--- src/rtl/math_display_scan_if.sv ---
// Bus between the add/subtract stage and the seven-segment scanner:
// operand/result inputs and hold on one side, registered display drive on the other.
interface math_display_scan_if;
    logic [3:0] A;
    logic [3:0] B;
    logic [3:0] AplusB;
    logic [3:0] AminusB;
    logic       hold;
    logic [6:0] seg;
    logic       dp;
    logic [3:0] an;

    modport master (
        output A, B, AplusB, AminusB, hold,
        input  seg, dp, an
    );

    modport slave (
        input  A, B, AplusB, AminusB, hold,
        output seg, dp, an
    );
endinterface

--- src/rtl/math_display_scan.sv ---
// Four-digit common-anode hex scanner for A, B, A+B and A-B with per-frame snapshot and hold.
// Optional build macro SIGNED_DIFF_EN: digit 0 shows |A-B| with the decimal point marking a negative result.
module math_display_scan #(
    parameter int REFRESH_DIV = 100000
) (
    input  logic                clk,
    input  logic                rst_n,
    math_display_scan_if.slave  bus,
    output logic [1:0]          dbg_dig
);

    localparam int PW = (REFRESH_DIV > 1) ? $clog2(REFRESH_DIV) : 1;
    localparam logic [PW-1:0] LAST = PW'(REFRESH_DIV - 1);

    logic [PW-1:0] pcnt;
    logic [1:0]    dig;
    logic [3:0]    s_a, s_b, s_p, s_m;

    logic          tick;
    logic [1:0]    dig_next;
    logic          load;
    logic [3:0]    n_a, n_b, n_p, n_m;
    logic [3:0]    val;
    logic          dp_next;
    logic [3:0]    an_next;

    function automatic logic [6:0] hex7(input logic [3:0] v);
        logic [6:0] s;
        case (v)
            4'h0: s = 7'b1000000;
            4'h1: s = 7'b1111001;
            4'h2: s = 7'b0100100;
            4'h3: s = 7'b0110000;
            4'h4: s = 7'b0011001;
            4'h5: s = 7'b0010010;
            4'h6: s = 7'b0000010;
            4'h7: s = 7'b1111000;
            4'h8: s = 7'b0000000;
            4'h9: s = 7'b0010000;
            4'hA: s = 7'b0001000;
            4'hB: s = 7'b0000011;
            4'hC: s = 7'b1000110;
            4'hD: s = 7'b0100001;
            4'hE: s = 7'b0000110;
            default: s = 7'b0001110;
        endcase
        return s;
    endfunction

    assign tick    = (pcnt == LAST);
    assign dbg_dig = dig;

    // Outputs are computed for the digit being entered; on a loading edge the
    // freshly sampled inputs bypass the snapshot so digit 0 is never stale.
    always_comb begin
        dig_next = dig + 2'd1;
        load     = tick && (dig_next == 2'd0) && !bus.hold;
        n_a      = load ? bus.A       : s_a;
        n_b      = load ? bus.B       : s_b;
        n_p      = load ? bus.AplusB  : s_p;
        n_m      = load ? bus.AminusB : s_m;
        dp_next  = 1'b1;
        case (dig_next)
            2'd0:    val = n_m;
            2'd1:    val = n_p;
            2'd2:    val = n_b;
            default: val = n_a;
        endcase
`ifdef SIGNED_DIFF_EN
        if (dig_next == 2'd0) begin
            val     = n_m[3] ? (4'd0 - n_m) : n_m;
            dp_next = ~n_m[3];
        end
`endif
        an_next = ~(4'b0001 << dig_next);
    end

    always_ff @(posedge clk or negedge rst_n) begin
        if (!rst_n) begin
            pcnt    <= '0;
            dig     <= 2'd3;
            s_a     <= 4'd0;
            s_b     <= 4'd0;
            s_p     <= 4'd0;
            s_m     <= 4'd0;
            bus.seg <= 7'b1111111;
            bus.dp  <= 1'b1;
            bus.an  <= 4'b1111;
        end else begin
            pcnt <= tick ? '0 : pcnt + 1'b1;
            if (tick) begin
                dig     <= dig_next;
                bus.seg <= hex7(val);
                bus.dp  <= dp_next;
                bus.an  <= an_next;
            end
            if (load) begin
                s_a <= bus.A;
                s_b <= bus.B;
                s_p <= bus.AplusB;
                s_m <= bus.AminusB;
            end
        end
    end

endmodule

--- src/flat_wrapper.sv ---
// flat-port wrapper written by rule: the top's interface ports become plain ports
module math_display_scan_flat 
#(
    parameter int REFRESH_DIV = 100000
)
  (clk, rst_n, dbg_dig, bus_A, bus_B, bus_AplusB, bus_AminusB, bus_hold, bus_seg, bus_dp, bus_an);
  math_display_scan_if bus_i ();
  input  logic clk;
  input  logic rst_n;
  output logic [1:0] dbg_dig;
  input wire logic [$bits(bus_i.A)-1:0] bus_A;
  input wire logic [$bits(bus_i.B)-1:0] bus_B;
  input wire logic [$bits(bus_i.AplusB)-1:0] bus_AplusB;
  input wire logic [$bits(bus_i.AminusB)-1:0] bus_AminusB;
  input wire logic [$bits(bus_i.hold)-1:0] bus_hold;
  output wire logic [$bits(bus_i.seg)-1:0] bus_seg;
  output wire logic [$bits(bus_i.dp)-1:0] bus_dp;
  output wire logic [$bits(bus_i.an)-1:0] bus_an;
  assign bus_i.A = bus_A;
  assign bus_i.B = bus_B;
  assign bus_i.AplusB = bus_AplusB;
  assign bus_i.AminusB = bus_AminusB;
  assign bus_i.hold = bus_hold;
  assign bus_seg = bus_i.seg;
  assign bus_dp = bus_i.dp;
  assign bus_an = bus_i.an;
  math_display_scan #(.REFRESH_DIV(REFRESH_DIV)) u_core (.clk(clk), .rst_n(rst_n), .bus(bus_i), .dbg_dig(dbg_dig));
endmodule
--- config.mk ---
export PLATFORM = sky130hd
export DESIGN_NAME = math_display_scan_flat
export DESIGN_NICKNAME = d
export VERILOG_FILES = /design/src/rtl/math_display_scan_if.sv /design/src/rtl/math_display_scan.sv /design/src/flat_wrapper.sv
export SDC_FILE = /design/constraint.sdc
export NUM_CORES = 1
export LEC_CHECK = 0
export BUFFER_PORTS_ARGS = -buffer_cell sky130_fd_sc_hd__buf_2
export CORE_ASPECT_RATIO = 0.75
export CORE_MARGIN = 2
export CORE_UTILIZATION = 40
export DETAILED_ROUTE_END_ITERATION = 16
export GPL_TIMING_DRIVEN = 0
export PLACE_DENSITY = 0.55
export SYNTH_ARGS = -nofsm -noshare
export SYNTH_HDL_FRONTEND = slang
export SYNTH_SLANG_ARGS = --single-unit
--- constraint.sdc ---
create_clock -name clk -period 4.4 [get_ports clk]
set_input_delay 0.22 -clock clk [delete_from_list [all_inputs] [get_ports clk]]
set_output_delay 0.22 -clock clk [all_outputs]
set_load 0.05 [all_outputs]
After elaboration in Yosys (flattened, before gate mapping)

Memory sizes are Yosys's and may differ from the RTL's. A register that Yosys moved wholly into a read port is not among the register bits.
Cells that the tools add are included.
Widths: inputs -> output; s select.

Register bits: 39
Memory bits (read-only): 112
Output and inout port bits: 14
Logic and storage cells: 26
Memories kept: 1

Add/sub/neg operators: 2
Eq/ne operators: 3
Shifts and indexed selects: 1
Mux-type cells: 6
Bitwise operators: 1
Reductions and logical operators: 5

Memory list:

| memory          | words | width | read ports | clocked after Yosys merged registers in | wr ports | RTL line                | text |
|---|---|---|---|---|---|---|---|
| (no name shown) | 16    | 7     | 1          | 1                                       | 0        | math_display_scan.sv:29 | `case (v)` |

Operator list:

| cell                  | count |
|---|---|
| $add 17x1->17 const B | 1 |
| $eq 17x17->1 const B  | 1 |
| $mux 17               | 1 |
| $mux 4                | 4 |
| $pmux 4 s3            | 1 |
| $not 4->4             | 1 |
| $shl 1x2->4 const A   | 1 |
| $add 2x1->2 const B   | 1 |
| $eq 2x1->1 const B    | 1 |
| $eq 2x2->1 const B    | 1 |
| $logic_and 1x1->1     | 2 |
| $logic_not 1->1       | 2 |
| $logic_not 2->1       | 1 |

Logic depth before layout (Yosys ltp)

Gate-level depths: netlist of the first run.

Depth in word-level cells: 6
Gate-level depth with buffers: 14

Least setup slack after synthesis of the first run

No wires, ideal clock.

Path kind: register to register
From: register u_core.dig[1], in the netlist u_core.dbg_dig[1]
To: register u_core.bus.seg[6]
Setup time: 0.081 ns
Arrival time: 3.130 ns
Data required time: 4.319 ns
Slack: 1.189 ns
Cell stages (with the launch flop): 12
Buffers on the path: 1
Clock period less this slack: 3.211 ns
Cell sequence: dfstp_2 -> ha_1 -> nand2b_1 -> clkbuf_1 -> o21ai_0 -> a21boi_1 -> o41ai_2 -> inv_1 -> ha_1 -> mux2_4 -> a221oi_2 -> nor2_1

Longest elaborated chain between the ends: 6
Elaborated cells between the ends (all ways): 11
Classes of those cells: add/sub (1); eq/ne (2); mux (5); reduce/logical (3)

RTL lines:

| element                          | RTL line                                         | text |
|---|---|---|
| from (decl)                      | math_display_scan.sv:16                          | `logic [1:0] dig;` |
| from (signal assigned)           | math_display_scan.sv:92                          | `dig <= dig_next;` |
| $add 2x1->2 (*)                  | math_display_scan.sv:56                          | `dig_next = dig + 2'd1;` |
| $logic_not 2->1                  | math_display_scan.sv:57, math_display_scan.sv:63 |  |
| $logic_and 1x1->1 (2 in a row)   | math_display_scan.sv:57                          | `load = tick && (dig_next == 2'd0) && !bus.hold;` |
| $mux 4, on equally long branches | -                                                |  |
| $pmux 4 s3 (*)                   | math_display_scan.sv:63                          | `case (dig_next)` |
| to (decl)                        | math_display_scan_if.sv:20                       | `output seg, dp, an` |

Mark *: on every way between the ends. The rest lies on a longest branch, timed or not.
A chain may end at the register's enable or synchronous reset.

Worst setup path in the final report of the first run

Same ends and word-level chain as after synthesis.

==> flow_results.org, run 1 <==
** Placement
- Input and output buffers added on the ports amount to 31.
- Final weighted congestion in routability-driven placement :: between 0.7 and 0.8
- Worst slack at placement :: 0.701 ns
- HPWL reported at the end of detailed placement :: around 4.0 mm

** Power and ir drop
- Max rail drop VDD :: between 0.1 and 0.15 mV
- The analysis attributes to cell leakage a power of about 1.4 nW.
- Power spread over the standard cell area amounts to 278 nW/µm².
- PnR Total Power :: 0.820 mW

** Yosys
- The number of nets handed over by synthesis was 278.
- Mux cell area share after synthesis :: 0.0318
- For this run, asynchronously set or reset flops after synthesis account for 1.00.
- Number of flops mapped to enable cells by yosys :: 0
- The synthesized-area fraction occupied by ao, oa, aoi and oai cells came to 0.139.
- Post-synthesis cell area :: ~2600 µm²
- After synthesis the netlist holds a flip-flop and latch count of 46.
- By area, the combinational part of the netlist is dominated by simple AND/OR/NAND/NOR gates.
- Number of warnings reported in the yosys synthesis log :: 0
- Synthesized instance count :: 247
- Post-synthesis simple-gate area fraction :: 0.219
- Among all flip-flop cells after synthesis, the most frequent one is sky130_fd_sc_hd__dfrtp_1.
- Of the total synthesized cell area, the portion taken by XOR and XNOR cells is 0.0547.
- Part of the Yosys area used for sequential elements :: 0.456
- Of the total synthesized cell area, the portion taken by full adders, half adders and majority gates is 0.0586.
- The average instance in the mapped netlist occupies 10.4 µm².
- Post-synth cell types :: 53

** Global route
- First-pass GRT wire length :: 9.25 mm
- Number of global-route vias before repair :: 1,854
- Total routing usage reported by global routing :: 0.172
- Antenna violations before repair :: 0
- Largest net degree at the start of global routing :: 47
- Global route overflow :: 0

** Setup path
- Worst Setup Start Kind :: register
- The setup path with the least slack is of type register to register.
- CP max FO :: 10
- Reg2reg setup slack :: roughly 0.73 ns
- At the worst endpoint, the required time is 4.63 ns.
- Sort of element at the end of the critical path :: register
- Measured in cells, the most critical reg-to-reg path has a length of 11.
- The endpoint identified for the worst register-to-register timing path is u_core.bus.seg[6].
- In this run the critical register-to-register path is launched from u_core.dbg_dig[1].
- Critical path arrival :: 3.91 ns

** Floorplanning
- In this run the horizontal extent of the chip is 96.4 µm.
- The die is 73.3 µm tall.
- 33 I/O pins were placed.
- The floorplan step defined a die boundary enclosing 7070 µm².
- Placeable Area :: between 6000 and 7000 µm²
- The initialized floorplan defines 25 standard-cell rows.
- Initial cell density of the core :: 0.409

** CTS
- The tree built by TritonCTS fans out to 46 sinks.
- After clock tree synthesis, the clock-pin slew on the worst setup and hold paths is around 0.090 ns.
- Post-CTS repair timing setup buffer count :: 0
- TritonCTS clock tree :: built
- Htree depth :: 2
- Post-cts hold buffer count :: 0
- Number of gates given a new drive strength after cts :: 0
- Clock latency at the later pin of the worst-skew pair :: approximately 0.30 ns
- No sink is reached through more buffers than the 2 on the longest clock path.
- In this run, CTS created clock tree buffers numbering 5.
- Clock root cell :: sky130_fd_sc_hd__clkbuf_8

** Detailed routing
- After detailed routing, the number of vias per cell comes to 5.11.
- Total detailed-routing wirelength :: 5.50 mm
- For this block, the initial DRC count from the detailed router was 68.
- Count of unresolved DRC violations after routing :: 0
- Drt pass-1 iters :: 4
- The routed layout has 1,874 vias.
- Dividing the detail-routed wire length by the instance count gives 15.0 µm.
- Antenna-violating nets left :: 0

** STA
- Timing would allow up to 0.272 GHz.
- The worst path meets setup with around 0.73 ns of slack.
- At the pin with the least slew margin, the transition time is 1.01 ns.
- Period utilization :: 0.835
- Total negative slack :: 0 ns
- Counting I/O delays and the setup requirement, the final critical path takes about 3.7 ns.
- Measured against its own limit, the worst slew margin works out to 0.326.
- Between clock sinks in the finished design, the worst skew comes to 0.00786 ns.
- The number of hold-slack violations in the final timing report came to 0.
- Setup repair after global routing left no endpoint under its margin.
- The number of max-slew violations in the final report is 0.
- Final Setup Violations :: 0

** Cells and area
- Layout cells sized above 1 :: 0.269
- Total number of nets in the final design :: 316
- ANT cells :: 0
- Area growth from synthesis to layout :: 15.4%
- The filler cells instantiated in the layout total between 600 and 700.

** Run
- Max-cap violations in this run came to 0.

** Run status
- The flow ran to the end, and the final reports show no timing, DRC or antenna violations.

** Worst hold path
- Worst min path class :: primary input to asynchronous set/reset pin
[cells by family after synthesis]
family | Yosys count
AND/OR/NAND/NOR | 101
AO/OA/AOI/OAI | 46
flip-flops | 46
buffers and inverters | 18
XOR/XNOR | 16
adder cells (fa/ha/maj) | 12
multiplexers | 7
other | 1
[synthesized netlist by cell type (all sizes together), types with 2 or more instances]
master    n  share of area
and3      3         0.0073
o211ai    2         0.0059
a21boi    8          0.025
o41ai     2          0.017
o31ai     2          0.011
a2bb2oi   2         0.0068
nand2b    2         0.0049
nor2     17          0.028
and4bb    2         0.0098
buf       7          0.023
nand3    25          0.051
xor2      7          0.024
mux2      6          0.028
dfstp    13           0.13
o21ai    21          0.042
xnor2     9          0.031
nand4     8          0.025
nand2    29          0.042
nor4b     2          0.013
nor2b     2         0.0049
clkbuf    5         0.0073
ha       12          0.059
and2      3         0.0073
inv       6         0.0088
and4      4          0.014
a31oi     2         0.0049
nor3      2         0.0039
dfrtp    33           0.32
[layout by cell type (no fill, tap or decap), types with 3 or more instances in the layout]
| cell | n |
|---|---|
| sky130_fd_sc_hd__dfrtp_1 | 33 |
| sky130_fd_sc_hd__ha_1 | 12 |
| sky130_fd_sc_hd__and4_1 | 4 |
| sky130_fd_sc_hd__nand2_1 | 29 |
| sky130_fd_sc_hd__and3_1 | 3 |
| sky130_fd_sc_hd__buf_2 | 34 |
| sky130_fd_sc_hd__a21boi_1 | 7 |
| sky130_fd_sc_hd__clkbuf_8 | 5 |
| sky130_fd_sc_hd__xor2_1 | 7 |
| sky130_fd_sc_hd__clkbuf_1 | 5 |
| sky130_fd_sc_hd__nand4_1 | 7 |
| sky130_fd_sc_hd__xnor2_1 | 9 |
| sky130_fd_sc_hd__inv_1 | 6 |
| sky130_fd_sc_hd__nor2_1 | 16 |
| sky130_fd_sc_hd__nand3_1 | 24 |
| sky130_fd_sc_hd__dfstp_2 | 13 |
| sky130_fd_sc_hd__o21ai_1 | 7 |
| sky130_fd_sc_hd__o21ai_0 | 13 |
| sky130_fd_sc_hd__mux2_2 | 4 |
| sky130_fd_sc_hd__and2_1 | 3 |
[power breakdown]
group | total, mW | switching [mW] | internal [mW] | leakage [nW]
clock network | 0.378 | 0.150 | 0.228 | 0.0683
logic | 0.0197 | 0.0131 | 0.00653 | 0.711
registers | 0.423 | 0 | 0.423 | 0.582
[flip-flops by register name, indices dropped and copies added (netlist names)]
register        count
u_core.dbg_dig      2
u_core.s_m          4
u_core.s_a          4
u_core.bus.seg      7
u_core.bus.an       4
u_core.s_p          4
u_core.pcnt        17
u_core.s_b          4
[metrics by stage]
step,hold slack (ns),area (µm²),cells,util
2_1_floorplan,-0.0756,2560,247,-
3_3_place_gp,0.458,2820,359,0.450
3_5_place_dp,0.462,2820,359,0.450
4_1_cts,0.135,2960,367,0.472
5_1_grt,0.161,2960,367,0.472
6_report,0.0841,2960,367,0.472
[per-layer routing]
layer / global-route usage / up-vias / part of all wire
met1: 0.271 / 893 / 0.54
met3: 0.0421 / 2 / 0.044
met2: 0.231 / 32 / 0.41
li1: - / 947 / -
met5: 0 / - / 0
met4: 0.0485 / 0 / 0.0047
[how the worst max path moves through the flow]
| stage | from | cells past startpoint | end |
|---|---|---|---|
| after global routing | u_core.dbg_dig[1] | 11 | u_core.bus.seg[6] |
| final | u_core.dbg_dig[1] | 11 | u_core.bus.seg[6] |
| after detailed placement | u_core.dbg_dig[1] | 11 | u_core.bus.seg[6] |
| after floorplan | u_core.dbg_dig[1] | 11 | u_core.bus.seg[6] |
| after CTS | u_core.dbg_dig[1] | 11 | u_core.bus.seg[6] |
| after global placement | u_core.dbg_dig[1] | 11 | u_core.bus.seg[6] |
[final cells by class]
| type | count | area [µm²] | share of cell area |
|---|---|---|---|
| plain buffers | 12 | 78.8 | 0.0267 |
| clock buffers | 5 | 68.8 | 0.0233 |
| clock inverters | 3 | 68.8 | 0.0233 |
| inverters | 6 | 22.5 | 0.00762 |
| multi-input cells | 183 | 1290 | 0.437 |
| flip-flops and latches | 46 | 1170 | 0.395 |
| well taps | 81 | 101 | 0.0343 |
| repair buffers | 31 | 155 | 0.0525 |
[critical path, cell delays in order (launching register included)]
cell	delay, ns
sky130_fd_sc_hd__dfstp_2	0.59
sky130_fd_sc_hd__ha_1	0.36
sky130_fd_sc_hd__nand2b_1	0.24
sky130_fd_sc_hd__clkbuf_1	0.28
sky130_fd_sc_hd__o21ai_0	0.29
sky130_fd_sc_hd__a21boi_1	0.11
sky130_fd_sc_hd__o41ai_2	0.67
sky130_fd_sc_hd__inv_1	0.18
sky130_fd_sc_hd__ha_1	0.29
sky130_fd_sc_hd__mux2_4	0.28
sky130_fd_sc_hd__a221oi_2	0.24
sky130_fd_sc_hd__nor2_1	0.06
No activity file was read; power rests on OpenSTA's default activity.
==> run 2: changes to the inputs <==
ABC_AREA = 1   (was default)
PLACE_DENSITY = 0.57   (was 0.55)
clock period = 3.28 ns   (was 4.4 ns; I/O delays follow)
==> flow_results.org, run 2 <==
** Setup path
- Max stage delay on crit path :: 0.39 ns (-0.28 ns)
- The biggest fanout along the worst timing path came to 6 (-4).
- Critical Setup Path Class :: register to register
- Cell-by-cell trace of the critical path :: ha_1 > nand3_4 > clkinv_2 > nand3_1 > nor3_1 > nand2_1 > nand3_1 > nand2_1 > o21bai_1 > ha_1 > inv_1 > nand3_1 > nand2_1 > nand2_1 > nand2_1 > nand2_1 > nand2_1
- Among the stages of the critical path, the cell type that occurs most often is sky130_fd_sc_hd__nand2_1.
- The combined buffer and inverter count along the critical path came to 2 (unchanged).
- STA classifies the critical path endpoint as a register.
- Worst Setup Start Kind :: register
- The data arrival time of the critical path was 3.13 ns (-0.78 ns).
- Cell with the biggest individual delay on the critical path :: sky130_fd_sc_hd__o21bai_1
- Among cell families on the critical path, the largest total delay comes from simple AND/OR/NAND/NOR gates.
- Required arrival time at the worst endpoint :: 3.52 ns (-1.11 ns)

** Yosys
- The sequential cell area fraction in the yosys report is 0.420 (-0.0355).
- Among all flip-flop cells after synthesis, the most frequent one is sky130_fd_sc_hd__dfrtp_1.
- The count of cell types in the netlist came to 36 (-32%).
- Summed over all instances, the cell type with the most area after synthesis is sky130_fd_sc_hd__dfrtp_1.
- Synthesized instance count :: 362 (+47%)
- The flop and latch count out of synthesis is 46 (unchanged).
- In the post-synthesis netlist, the cell with the most instances is sky130_fd_sc_hd__nand2_1.
- Top area cells in the synthesized netlist :: sky130_fd_sc_hd__dfrtp_1 (30%), sky130_fd_sc_hd__nand2_1 (13%), sky130_fd_sc_hd__dfstp_2 (12%)
- By count the netlist is led by sky130_fd_sc_hd__nand2_1 (99), sky130_fd_sc_hd__inv_1 (59), sky130_fd_sc_hd__dfrtp_1 (33).
- Portion of synthesized cell area occupied by the leading cell type :: 0.297 (-0.0251)
- Share of flip-flops with an asynchronous set or reset after synthesis :: 1.00 (unchanged)
- The post-synthesis net count was 393 (+41%).
- The number of synthesized flops with an enable pin is 0 (unchanged).
- The post-synth design cell area came to 2780 µm² (+8.5%).
- Average cell area after synthesis :: 7.67 µm² (-26%)
- Number of warnings reported in the yosys synthesis log :: 0 (unchanged)

** Cells and area
- Leaving out fill and tap cells, the most frequent cell in the layout is sky130_fd_sc_hd__nand2_1.
- Register with the highest flop count :: u_core.pcnt
- Area growth from synthesis to layout :: 12.1%
- In the layout the commonest cells are sky130_fd_sc_hd__nand2_1 (99), sky130_fd_sc_hd__inv_1 (59), sky130_fd_sc_hd__buf_2 (33), sky130_fd_sc_hd__dfrtp_1 (33), sky130_fd_sc_hd__nor2_1 (29).
- The number of antenna diodes is 0 (unchanged).
- Total number of nets in the final design :: 431 (+36%)
- Number of flip-flops under the largest register name :: 17 (unchanged)
- Registers with the highest flip-flop counts :: u_core.pcnt: 17 flops, u_core.bus.seg: 7 flops
- Layout cells sized above 1 :: 0.203 (-0.0667)

** CTS
- The number of hold-repair buffers added at the cts stage came to 0 (unchanged).
- The H-tree depth reported by CTS came to 2 (unchanged).
- The latest clock arrival within the worst-skew pair was 0.29 ns (about the same).
- TritonCTS clock tree :: built
- The number of sinks on the clock net is 46 (unchanged).
- Clock-pin slew reported for the worst setup and hold paths after clock tree synthesis :: 0.09 ns (about the same)
- Post-CTS repair timing setup buffer count :: 0 (unchanged)
- The number of gates resized after cts is 0 (unchanged).
- CTS Buf Count :: 5 (unchanged)
- CTS Buffer Depth :: 2 (unchanged)
- Clock root cell :: sky130_fd_sc_hd__clkbuf_8

** Detailed routing
- The total via count in the routed design came to 2,270 (+21%).
- DRC marker count from the first detailed-route iteration :: 83 (+22%)
- The total length of routed wires came to 5.88 mm (+6.8%).
- Average wire per standard cell :: 12.1 µm (-19%)
- The detail-routed via count per cell is 4.69 (-8.2%).
- The remaining antenna violation count came to 0 (unchanged).
- Count of unresolved DRC violations after routing :: 0 (unchanged)
- The number of detailed-routing iterations run before antenna repair came to 4 (unchanged).

** Floorplanning
- Initial cell density of the core :: 0.411 (+0.00110)
- The die extent in x came to 100 µm (+4.0%).
- The number of cell rows came to 26 (+4.0%).
- Placeable Area :: 6770 µm² (+8.2%)
- The vertical die dimension is 76.2 µm (+3.9%).
- The total I/O pin count is 33 (unchanged).
- Area of the die :: 7630 µm² (+8.0%)

** Power and ir drop
- Static leakage power :: 1.67 nW (+23%)
- The total power divided by cell area is 304 nW/µm² (+9.5%).
- The worst voltage drop across the vdd grid is 0.229 mV (+73%).

** STA
- Final slew viol count :: 0 (unchanged)
- Worst hold-check slack :: 0.0577 ns (-0.0264 ns)
- The worst slew margin relative to its limit is 0.306 (-0.0199).
- RSZ-0062 raised after global routing :: false
- Period utilization :: 0.882 (+0.0467)
- The top achievable clock speed came to 0.346 GHz (+27%).
- Number of endpoints with negative hold slack in the final report :: 0 (unchanged)
- The slew at the pin closest to its max-slew limit is 1.04 ns (+0.0299 ns).
- The total of endpoints with negative setup slack in the final report is 0 (unchanged).
- The final clock skew is 0.00967 ns (+0.00181 ns).
- The aggregate negative setup slack came to 0 ns (unchanged).
- Final period demand of the worst path :: 2.89 ns (-0.782 ns)

** Global route
- Number of global-route vias before repair :: 2,102 (+13%)
- The final global-route overflow total came to 0 (unchanged).
- The pin count of the biggest net entering global routing is 47 (unchanged).
- The first-pass GRT wire length is 10.2 mm (+10%).
- Antenna violations before repair :: 0 (unchanged)
- Total routing usage reported by global routing :: 0.168 (-0.00394)

** Run
- Number of max-cap violations :: 0 (unchanged)

** Placement
- The final weighted congestion in routability-driven placement came to 0.863 (+12%).
- Count of input and output buffers :: 31 (unchanged)
- HPWL reported at the end of detailed placement :: 4.47 mm (+12%)

** Worst hold path
- Worst min path class :: primary input to asynchronous set/reset pin

** Run status
- Result of the run :: finished clean
==> run 2: cell types whose count changed in the layout (fill, tap and decap cells not counted), sizes merged, moves of 6 or more <==
cell / change
nand2: +76
inv: +59
nor2: +19
and2: +11
xnor2: -9
a21boi: -8
o21ai: -7
a21oi: +6
mux2: -6
==> run 2: final cells by class <==
class	count	area (µm²)
Multi-Input combinational cell	244	1330
Buffer	6	36.3
Sequential cell	46	1170
Fill cell	713	3650
Timing Repair Buffer	31	155
Clock buffer	7	76.3
Inverter	66	249
Tap cell	84	105
==> run 2: cell families after synthesis <==
group	Yosys count	synth area share
AND/OR/NAND/NOR	202	0.355
buffers and inverters	72	0.103
flip-flops	46	0.420
AO/OA/AOI/OAI	25	0.0545
adder cells (fa/ha/maj)	12	0.0541
XOR/XNOR	4	0.0126
other	1	0.00135
==> run 2: report_power, final <==
part           internal [mW]  total [mW]  leakage (nW)  switching [mW]
registers              0.569       0.569         0.528        0.000326
logic                 0.0145      0.0435          1.10          0.0290
clock network          0.147       0.334        0.0383           0.187
==> run 2: through the flow <==
| stage | instances | setup slack [ns] | power (mW) | area, µm² | utilization |
|---|---|---|---|---|---|
| after detailed placement | 477 | 0.369 | 0.624 | 3040 | 0.449 |
| after floorplan | 362 | 0.754 | 0.598 | 2780 | - |
| final | 484 | 0.389 | 0.947 | 3110 | 0.460 |
| after global placement | 477 | 0.413 | 0.624 | 3040 | 0.449 |
| after CTS | 484 | 0.352 | 0.963 | 3110 | 0.460 |
| after global routing | 484 | 0.0965 | 0.995 | 3110 | 0.460 |
==> run 2: final timing paths <==
| path | endpoint | slack, ns | cells past startpoint | start |
|---|---|---|---|---|
| max | u_core.bus.seg[3] | 0.39 | 17 | u_core.pcnt[0] |
| min | u_core.pcnt[12] | 0.06 | 1 | rst_n |
| max reg2reg | u_core.bus.seg[3] | 0.39 | 17 | u_core.pcnt[0] |
| min reg2reg | u_core.pcnt[0] | 0.47 | 1 | u_core.pcnt[0] |
| max in group asynchronous | u_core.s_p[2] | 2.58 | 1 | rst_n |
| min in group clk | u_core.s_a[3] | 0.12 | 3 | bus_A[3] |
==> run 2: metal layers <==
layer | wire length (µm) | vias up | track usage
met1 | 3200 | 1033 | 0.272
met4 | 21 | 0 | 0.0329
met5 | 0 | - | 0
li1 | - | 1190 | -
met3 | 307 | 2 | 0.0376
met2 | 2350 | 45 | 0.227
